`config.mk`:
```
export PLATFORM = sky130hd
export DESIGN_NAME = parallel_to_serial_flow
export DESIGN_NICKNAME = d
export VERILOG_FILES = /design/src/rtl/parallel_to_serial_flow.sv
export SDC_FILE = /design/constraint.sdc
export NUM_CORES = 1
export LEC_CHECK = 0
export BUFFER_PORTS_ARGS = -buffer_cell sky130_fd_sc_hd__buf_2
export CAP_MARGIN = 15
export CORE_MARGIN = 1
export CORE_UTILIZATION = 45
export CTS_CLUSTER_DIAMETER = 30
export DETAILED_ROUTE_END_ITERATION = 12
export GPL_TIMING_DRIVEN = 0
export PLACE_DENSITY = 0.71
export SLEW_MARGIN = 20
export SYNTH_ARGS = -nofsm -noshare
export SYNTH_HDL_FRONTEND = slang
export SYNTH_SLANG_ARGS = --single-unit
```
`constraint.sdc`:
```
create_clock -name clk -period 1.5 [get_ports clk]
set_clock_uncertainty 0.1 [all_clocks]
set_input_delay 0.15 -clock clk [delete_from_list [all_inputs] [get_ports clk]]
set_output_delay 0.15 -clock clk [all_outputs]
set_load 0.02 [all_outputs]
```
`src/rtl/parallel_to_serial_flow.sv`:
```
// Parallel-to-serial converter with valid/ready handshakes on both sides.
// Words are shifted out in lane-bit beats; a word can be accepted on the last-beat cycle so consecutive words leave no gap.
module parallel_to_serial_flow #(
    parameter int width     = 8,
    parameter int lane      = 1,
    parameter int msb_first = 0
) (
    input  logic             clk,
    input  logic             rst,
    input  logic             parallel_valid,
    input  logic [width-1:0] parallel_data,
    output logic             parallel_ready,
    output logic             serial_valid,
    output logic [lane-1:0]  serial_data,
    output logic             serial_last,
    input  logic             serial_ready,
    output logic             busy
);

    localparam int BEATS = width / lane;
    localparam int CNT_W = (BEATS > 1) ? $clog2(BEATS) : 1;
    localparam logic [CNT_W-1:0] LAST_CNT = CNT_W'(BEATS - 1);

    typedef enum logic {
        IDLE = 1'b0,
        SEND = 1'b1
    } state_t;

    state_t             state_q, state_d;
    logic [width-1:0]   shift_q, shift_d;
    logic [CNT_W-1:0]   cnt_q, cnt_d;
    logic               accept;
    logic               beat_xfer;
    logic               last_beat;
    logic [lane-1:0]    head;

    assign busy         = (state_q == SEND);
    assign serial_valid = busy;
    assign last_beat    = busy && (cnt_q == LAST_CNT);
    assign serial_last  = last_beat;

    assign head        = (msb_first != 0) ? shift_q[width-1 -: lane] : shift_q[lane-1:0];
    assign serial_data = busy ? head : '0;

    // Ready is forced low while reset is held so nothing is accepted on the reset edge.
    assign parallel_ready = !rst && (!busy || (serial_ready && last_beat));
    assign accept         = parallel_valid && parallel_ready;
    assign beat_xfer      = busy && serial_ready;

    always_comb begin
        state_d = state_q;
        shift_d = shift_q;
        cnt_d   = cnt_q;
        if (accept) begin
            state_d = SEND;
            shift_d = parallel_data;
            cnt_d   = '0;
        end else if (beat_xfer) begin
            if (last_beat) begin
                state_d = IDLE;
                shift_d = '0;
                cnt_d   = '0;
            end else begin
                shift_d = (msb_first != 0) ? (shift_q << lane) : (shift_q >> lane);
                cnt_d   = cnt_q + CNT_W'(1);
            end
        end
    end

    always_ff @(posedge clk) begin
        if (rst) begin
            state_q <= IDLE;
            shift_q <= '0;
            cnt_q   <= '0;
        end else begin
            state_q <= state_d;
            shift_q <= shift_d;
            cnt_q   <= cnt_d;
        end
    end

endmodule

```
==> run_results.csv <==
group,metric,value,unit
run_status,status,"finished, violations left",
run_status,violations,"setup timing",
route,wl_per_cell,14.6,um
die,num_io_pins,17,
sta,finalSetupTns,-0.0837,ns
clocking,cts_buffer_depth,2,
yosys,syn_area_per_cell,8.51,um^2
placed_design,portBuffers,16,
global_route,grt_overflow_total,0,
route,drt_iter0_drc,15,
setup_path,critPathBufInv,1,
die,initial_core_util,48.0,%
clocking,clock-sinks,12,
global_route,grt_max_degree,11,
setup_path,path_cells,"ha_4 -> ha_4 -> a21boi_2 -> nor2_1 -> buf_4",
clocking,clkTransAtPathRegs,0.08,ns
clocking,worstSkewPairLatency,0.28,ns
sta,hold_viol,0,
die,die_w,41.8,um
placed_design,dp_hpwl,1.22,mm
cells_and_area,fin_nets,126,
placed_design,gp_congestion,0.765,
cells_and_area,final_layout_size_suffix_gt1_share,41.4,%
setup_path,critPathKind,"reg -> out",
sta,period_share,104,%
setup_path,crit_fanout,2,
global_route,grtUsageMet2,38.1,%
power,power.density,811,nW/um^2
route,dr.pass1.iters,4,
setup_path,start_kind,"register",
power,vdd_drop_max,577,uV
route,ant_nets,0,
sta,slew_viol_final,0,
sta,setup_violations,2,
sta,finalCriticalPeriod,1.56,ns
sta,slew_headroom,68.3,%
worst_hold_path,min_path_type,"in -> reg",
yosys,syn_inst,84,
power,p_leak,0.433,nW
cells_and_area,instances_no_fill,127,
sta,holdWs,0.0223,ns
yosys,yosys_warnings,0,
yosys,yosysSeqAreaShare,33.6,%
route,route.detailed.drc,0,
global_route,grtUsageTotal,22.4,%
global_route,grt_pass1_vias,703,
yosys,synth_cell_types,31,
die,die_y,41.8,um
yosys,synth_area,714,um^2
clocking,cts_tree,"yes",
global_route,use_met1,27.3,%
setup_path,worstPathArrival,1.31,ns
yosys,ys_ff_latch,12,
clocking,htreeDepth,1,
die,fp.dieArea,1750,um^2
placed_design,dpl.cell_count,116,
yosys,synthesis.nets,98,
clocking,clock-root-buffer,"clkbuf_4",
placed_design,dp_slack,-0.148,ns
flow_run,drv_cap,0,
setup_path,cpLargestDelayFamily,"flip-flops",
die,core_area,1490,um^2
setup_path,crit_top_cell,"ha_4",
setup_path,critPathCaptureType,"primary output",
cells_and_area,num_antenna_cells,0,
route,num_vias,750,
cells_and_area,final_cell_area,978,um^2
sta,worst_pin_slew,0.475,ns
global_route,grt_pass1_wl,3.04,mm
cells_and_area,syn_to_final_growth,37.0,%
route,wl,1.86,mm
route,avgViaCountPerCell,5.91,
sta,fmaxAchievable,643,MHz
sta,rsz0062_at_grt,"true",
global_route,antenna_found_initial,0,
clocking,cts_buffers,3,
placed_design,place_area,817,um^2
setup_path,required,1.25,ns
global_route,met3_usage,4.35,%
setup_path,cp_slowest_stage_delay,0.34,ns
sta,worst_slack,-0.0551,ns
global_route,busiest_layer,"met2",
die,row_count,14,
setup_path,crit_slowest_cell,"dfxtp_2",
synthesized netlist by cell type:
cell type / count / area share, %
or3b_1: 1 / 1.2
and2b_1: 1 / 1.1
buf_6: 1 / 1.6
and4b_1: 1 / 1.4
nand3b_1: 1 / 1.1
buf_4: 1 / 1.1
a21oi_1: 2 / 1.4
nand3_2: 1 / 1.4
clkbuf_1: 2 / 1.1
mux2i_1: 1 / 1.4
or2b_4: 1 / 1.6
a21boi_2: 1 / 1.6
ha_1: 2 / 3.5
inv_1: 4 / 2.1
nor2b_1: 2 / 1.8
and2_1: 1 / 0.88
nand3_1: 7 / 4.9
o32a_1: 1 / 1.4
buf_2: 2 / 1.4
nor3_1: 2 / 1.4
o31ai_1: 1 / 1.1
nand2_1: 2 / 1.1
mux2_4: 1 / 2.1
a311oi_2: 1 / 2.1
a31oi_1: 6 / 5.3
o21ai_0: 1 / 0.70
o21bai_1: 6 / 6.3
a311oi_1: 6 / 7.4
nor2_1: 12 / 6.3
nor3b_1: 1 / 1.1
dfxtp_1: 12 / 34
worst reg2reg max path, stage by stage, from the launching register on:
cell      delay [ns]
dfxtp_2         0.36
ha_4            0.14
ha_4            0.13
a21boi_2        0.06
buf_4           0.14
buf_4           0.13
o32a_1          0.28
nor2_1          0.08
per-stage QoR:
| stage | power [mW] | util, % |
|---|---|---|
| final | 0.793 | 65.7 |
| after floorplan | 0.467 | - |
| after detailed placement | 0.517 | 54.9 |
| after global placement | 0.514 | 54.9 |
| after global routing | 0.831 | 65.7 |
| after CTS | 0.791 | 63.3 |
state kept, by name (all words and copies together) (netlist names):
signal,flops
busy,1
shift_q,8
cnt_q,3
layout make-up:
class	instances	area (um^2)
Fill cell	134	510
Timing Repair Buffer	23	149
Inverter	4	15.0
Clock buffer	4	36.3
Multi-Input combinational cell	62	465
Sequential cell	12	246
Buffer	6	46.3
Tap cell	16	20.0
metal layers:
| layer | vias to the layer above | part of all wire (%) |
|---|---|---|
| met3 | 4 | 4.8 |
| li1 | 368 | - |
| met2 | 23 | 49 |
| met4 | 0 | 1.3 |
| met5 | - | 0 |
| met1 | 355 | 45 |
placed cells by master, fill, tap and decap left out, types with 2 or more instances in the layout:
| cell | instances |
|---|---|
| o21bai_1 | 6 |
| nor3_1 | 2 |
| dfxtp_1 | 9 |
| buf_6 | 5 |
| nand3_1 | 6 |
| buf_4 | 7 |
| dfxtp_2 | 2 |
| nor2b_1 | 2 |
| inv_1 | 3 |
| nand3_2 | 2 |
| a311oi_1 | 6 |
| a31oi_1 | 6 |
| ha_4 | 2 |
| a21oi_1 | 2 |
| clkbuf_4 | 4 |
| buf_2 | 15 |
| nor2_1 | 12 |
final timing paths:
check	startpoint	end	slack [ns]	depth (start not counted)
worst max-delay path	cnt_q[1]$_SDFFE_PP0P_	parallel_ready	-0.06	5
worst min-delay path	rst	shift_q[4]$_SDFFE_PP0P_	0.02	2
worst max register to register	cnt_q[1]$_SDFFE_PP0P_	shift_q[7]$_SDFFE_PP0P_	0.03	7
worst min register to register	shift_q[5]$_SDFFE_PP0P_	shift_q[4]$_SDFFE_PP0P_	0.39	2
report_power, final:
part / switching, mW / internal [mW] / leakage, nW
combinational: 0.0865 / 0.0798 / 0.312
sequential: 0.0180 / 0.342 / 0.101
clock: 0.119 / 0.148 / 0.0210
total: 0.224 / 0.569 / 0.433
kinds of logic (layout without fill, tap and decap cells):
| kind of cell | after synthesis | in the layout | share of synthesized area, % |
|---|---|---|---|
| adders and majority gates | 2 | 2 | 3.50 |
| muxes | 2 | 2 | 3.50 |
| buffers and inverters | 10 | 37 | 7.18 |
| AOI/OAI and AO/OA | 25 | 25 | 27.1 |
| and+or+nand+nor | 33 | 33 | 25.0 |
| DFF | 12 | 12 | 33.6 |
timing repair:
item                       in CTS  in global routing
pin swaps                       1                  3
buffers inserted                5                  2
setup endpoints to repair      12                 10
gates resized for setup        15                  7
hold buffers                    0                  0
(Power assumes the default switching activity.)
